`config.mk`:
```
export PLATFORM = sky130hd
export DESIGN_NAME = po_word_fifo
export DESIGN_NICKNAME = d
export VERILOG_FILES = /design/src/rtl/po_fifo_pkg.sv /design/src/rtl/po_fifo_ram.sv /design/src/rtl/po_word_fifo.sv
export SDC_FILE = /design/constraint.sdc
export NUM_CORES = 1
export LEC_CHECK = 0
export CORE_ASPECT_RATIO = 0.6
export CORE_MARGIN = 3
export CORE_UTILIZATION = 50
export CTS_BUF_LIST = sky130_fd_sc_hd__clkbuf_8 sky130_fd_sc_hd__clkbuf_16
export DETAILED_ROUTE_END_ITERATION = 10
export PLACE_DENSITY = 0.77
export SETUP_SLACK_MARGIN = 0.2
export SLEW_MARGIN = 20
export SYNTH_ARGS = -nofsm -noshare
export SYNTH_HDL_FRONTEND = slang
export SYNTH_SLANG_ARGS = --single-unit
```
`constraint.sdc`:
```
create_clock -name clk -period 2.55 [get_ports clk]
set_input_delay 0.51 -clock clk [delete_from_list [all_inputs] [get_ports clk]]
set_output_delay 0.51 -clock clk [all_outputs]
set_load 0.1 [all_outputs]
```
`src/rtl/po_fifo_pkg.sv`:
```
// Shared defaults and width helpers for the parallel-word FIFO.
// Build option: PO_FIFO_PARITY_EN adds a stored parity bit per word.
`timescale 1ns/1ps
package po_fifo_pkg;
  localparam int WIDTH_DEF = 8;
  localparam int DEPTH_DEF = 4;
  localparam int PTR_W_DEF = $clog2(DEPTH_DEF);
  localparam int CNT_W_DEF = PTR_W_DEF + 1;

  // Pointer width for a power-of-two depth; count needs one bit more to hold DEPTH.
  function automatic int ptr_w(input int depth);
    return $clog2(depth);
  endfunction
endpackage

```
`src/rtl/po_fifo_ram.sv`:
```
// Word storage: one synchronous write port, one asynchronous read port, no reset.
// Build option PO_FIFO_PARITY_EN only changes DW as seen from the top.
`timescale 1ns/1ps
module po_fifo_ram
  import po_fifo_pkg::*;
#(
  parameter int DW    = WIDTH_DEF,
  parameter int DEPTH = DEPTH_DEF,
  parameter int AW    = PTR_W_DEF
) (
  input  logic          clk,
  input  logic          we,
  input  logic [AW-1:0] waddr,
  input  logic [DW-1:0] wdata,
  input  logic [AW-1:0] raddr,
  output logic [DW-1:0] rdata
);

  logic [DW-1:0] mem_q [DEPTH];

  always_ff @(posedge clk) begin
    if (we) begin
      mem_q[waddr] <= wdata;
    end
  end

  assign rdata = mem_q[raddr];

endmodule

```
`src/rtl/po_word_fifo.sv`:
```
// Show-ahead word FIFO behind a SIPO stage, with sticky overflow on dropped words.
// Build option PO_FIFO_PARITY_EN: adds out_parity (XOR of the word, captured at push).
`timescale 1ns/1ps
module po_word_fifo
  import po_fifo_pkg::*;
#(
  parameter int WIDTH = WIDTH_DEF,
  parameter int DEPTH = DEPTH_DEF
) (
  input  logic                         clk,
  input  logic                         reset,
  input  logic [WIDTH-1:0]             in_word,
  input  logic                         in_load,
  output logic [WIDTH-1:0]             out_word,
  output logic                         out_valid,
  input  logic                         out_ready,
  output logic                         full,
  output logic                         empty,
  output logic [$clog2(DEPTH):0]       count,
  output logic                         overflow
`ifdef PO_FIFO_PARITY_EN
  , output logic                       out_parity
`endif
);

  localparam int PTR_W = ptr_w(DEPTH);
  localparam int CNT_W = PTR_W + 1;
  localparam logic [CNT_W-1:0] FULL_CNT = CNT_W'(DEPTH);
`ifdef PO_FIFO_PARITY_EN
  localparam int SW = WIDTH + 1;
`else
  localparam int SW = WIDTH;
`endif

  logic [PTR_W-1:0] rd_ptr_q, rd_ptr_d;
  logic [PTR_W-1:0] wr_ptr_q, wr_ptr_d;
  logic [CNT_W-1:0] count_q, count_d;
  logic             overflow_q, overflow_d;
  logic             push, pop;
  logic [SW-1:0]    wdata, rdata;

  assign empty     = (count_q == '0);
  assign full      = (count_q == FULL_CNT);
  assign out_valid = ~empty;
  assign pop       = out_valid & out_ready;
  // A full FIFO still accepts a word when the head leaves in the same cycle.
  assign push      = in_load & (~full | pop);

`ifdef PO_FIFO_PARITY_EN
  assign wdata      = {^in_word, in_word};
  assign out_parity = empty ? 1'b0 : rdata[WIDTH];
`else
  assign wdata = in_word;
`endif

  // Storage is never cleared, so mask the read port while nothing is stored.
  assign out_word = empty ? '0 : rdata[WIDTH-1:0];
  assign count    = count_q;
  assign overflow = overflow_q;

  always_comb begin
    rd_ptr_d   = rd_ptr_q;
    wr_ptr_d   = wr_ptr_q;
    count_d    = count_q;
    overflow_d = overflow_q | (in_load & full & ~pop);
    if (pop) begin
      rd_ptr_d = rd_ptr_q + 1'b1;
    end
    if (push) begin
      wr_ptr_d = wr_ptr_q + 1'b1;
    end
    case ({push, pop})
      2'b10:   count_d = count_q + 1'b1;
      2'b01:   count_d = count_q - 1'b1;
      default: count_d = count_q;
    endcase
  end

  always_ff @(posedge clk or negedge reset) begin
    if (!reset) begin
      rd_ptr_q   <= '0;
      wr_ptr_q   <= '0;
      count_q    <= '0;
      overflow_q <= 1'b0;
    end else begin
      rd_ptr_q   <= rd_ptr_d;
      wr_ptr_q   <= wr_ptr_d;
      count_q    <= count_d;
      overflow_q <= overflow_d;
    end
  end

  po_fifo_ram #(
    .DW    (SW),
    .DEPTH (DEPTH),
    .AW    (PTR_W)
  ) u_ram (
    .clk   (clk),
    .we    (push),
    .waddr (wr_ptr_q),
    .wdata (wdata),
    .raddr (rd_ptr_q),
    .rdata (rdata)
  );

endmodule

```
==> results.ini <==
[run_status]
status = complete, no violations

[routing]
vias = 978
wl_um = 3050
route.antenna.remaining_nets = 0
drtPass1Iterations = 4
viasPerCell = 5.32
avgRoutedWirePerCell_um = 16.6
drc = 0
drt_iter0_markers = 89

[clock_tree]
cts_setup_buffers = 0
cts_tree = done
clk_latency_ps = 270
root_buffer = clkbuf_8
cts_inserted_buffers = 5
cts_buffer_depth = 2
cts-hold-fix-buffers = 0
cts.clk_slew.worst_paths_ps = 70
htreeDepth = 2
cts_sinks = 40

[hold_path]
holdCritPathClass = reg2reg
worstHoldPathCells = 1
hold_end = overflow$_DFF_PN0_
worstHoldStart = overflow$_DFF_PN0_

[setup_path]
cp_top_family = simple AND/OR/NAND/NOR gates
worst_setup_path_start_kind = input pin
r2r_setup_slack_ps = 370
r2r_end = count[1]$_DFFE_PN0P_
path_cells = clkdlybuf4s50_1 > nor2b_2 > nand2_4 > fa_2 > or3b_4 > a32o_1 > a21o_1
path_max_fanout = 3
criticalPathCategory = in2reg
cp.arrival_ps = 2440
cp.required_ps = 2720
critPathBufInv = 1
slowest_stage = clkdlybuf4s50_1
cp.depth = 7
slowest_delay_ps = 480
cp-end-kind = flop
rr_worst_depth = 6
r2r-start = count[1]$_DFFE_PN0P_

[layout]
antenna_cells = 0
post_route_cells_drive_above_1_share = 0.360
fillers = 231
final_net_count = 155
syn2layout_area_growth_pct = 31.1

[synth]
ys_types = 33
synthAdderAreaFrac = 0.0395
synth-xor-area-share = 0.0198
ys.flop_type = edfxtp_1
ys_ff_latch = 40
synth_cells = 107
yosys-top-cells-area = edfxtp_1, dfrtp_1, mux4_2, and2_1, ha_1
synth-compound-area-share = 0.0473
ys_seq_area_frac = 0.655
synth_area_mm2 = 0.00177
synth_fp_nets = 124
yosysTopAreaCell = edfxtp_1
yosysWarnings = 0
syn_avg_cell_area_um2 = 16.6
synthSimpleGateAreaFrac = 0.0968
async_reset_ff_frac = 0.200
synth.most_common_cell = edfxtp_1
ys_top_cells_by_count = edfxtp_1, and2_1, dfrtp_1, mux4_2, inv_1
synth_edf_count = 32
synth_top_family_by_area = multiplexers
synth_mux_area_frac = 0.110
synth_top_area_share = 0.542

[global_routing]
top_usage_layer = met2
met3_usage = 0.0538
first_global_vias = 1046
grt_usage = 0.166
met1_usage = 0.222
grt-ovfl-total = 0
antenna_found_initial = 0
grt_max_degree = 14
grt_util_met2 = 0.269
grt_pass1_wl_um = 5310

[sta]
relSlewSlack = 0.730
timing.final.crit_period_ps = 2270
setup_violations = 0
fin_skew_ps = 4.77
fmax_mhz = 440
worst_slew_pin_slew_ps = 404
worst_slack_ps = 280
rsz0062_at_grt = no
period_share = 0.890
hold_viol = 0
maxSlewViolCount = 0

[floorplan]
coreArea_mm2 = 0.00332
die_w_um = 82.9
die_h_um = 52.1
num_io_pins = 27
rows = 16
die-area_mm2 = 0.00432
start_util = 0.533

[placement]
pre_cts_ws_ps = -46.2
dp_hpwl_um = 2260
gp_congestion = 0.710
io_buffers = 26

[run]
cap_violations = 0

per-layer routing:
layer / vias to the layer above / share of wire / routed length (um)
li1: 456 / - / -
met1: 495 / 0.44 / 1330
met2: 25 / 0.50 / 1530
met3: 2 / 0.057 / 174
met4: 0 / 0.0033 / 10
met5: - / 0 / 0
layout by cell type, fill, tap and decap left out, drive strengths merged, types with 2 or more instances in the layout:
cell	count
nand3	2
nand2	2
edfxtp	32
clkinv	2
mux4	8
nor2	2
dfrtp	8
buf	18
o21ai	2
clkbuf	5
nor2b	2
ha	4
and2	12
or3b	2
clkdlybuf4s50	11
inv	6
nand2b	2
xnor2	3
worst max path at each step:
stage | startpoint | end | slack, ps
5_1_grt | rd_ptr_q[0]$_DFFE_PN0N_ | out_word[0] | 200
3_3_place_gp | out_ready | count[2]$_DFFE_PN0P_ | 10
6_report | out_ready | count[2]$_DFFE_PN0P_ | 280
4_1_cts | out_ready | count[2]$_DFFE_PN0P_ | 250
2_1_floorplan | count[1]$_DFFE_PN0P_ | count[2]$_DFFE_PN0P_ | 210
3_5_place_dp | out_ready | count[2]$_DFFE_PN0P_ | -50
metrics by stage:
stage	hold WS (ps)	instance area (um2)	util	cells	setup TNS (ps)
3_3_place_gp	462	2210	0.666	176	0
4_1_cts	485	2320	0.698	184	0
2_1_floorplan	214	1820	-	107	0
6_report	482	2320	0.699	184	0
3_5_place_dp	468	2210	0.666	176	-46.2
5_1_grt	518	2320	0.699	184	0
registers in the layout, indices dropped and copies added, names as in the netlist:
signal and cells:
u_ram.mem_q 32, count 3, overflow 1, rd_ptr_q 2, wr_ptr_q 2
repair_timing:
action,4_1_cts,5_1_grt
setup endpoints to repair,2,1
cloned,0,0
resized for setup,1,1
area by class of cell:
cell class / instances / area, um2 / share of cell area
clock buffer: 5 / 68.8 / 0.0296
clock inverter: 3 / 37.5 / 0.0162
inverter: 7 / 30.0 / 0.0129
multi-input combinational: 55 / 574 / 0.247
sequential: 40 / 1170 / 0.505
tap: 45 / 56.3 / 0.0242
timing repair buffer: 29 / 383 / 0.165
logic make-up (layout without fill, tap and decap cells):
group	count (synthesis)	in the layout
DFF	40	40
xor gates and xnor gates	4	4
AOI/OAI and AO/OA	10	10
buffers and inverters	12	44
adders and majority gates	5	5
muxes	9	9
and+or+nand+nor	27	27
Power is left out: the tool's default activity adds up to more than one toggle a clock period on the data nets, which glitch-free logic cannot reach.
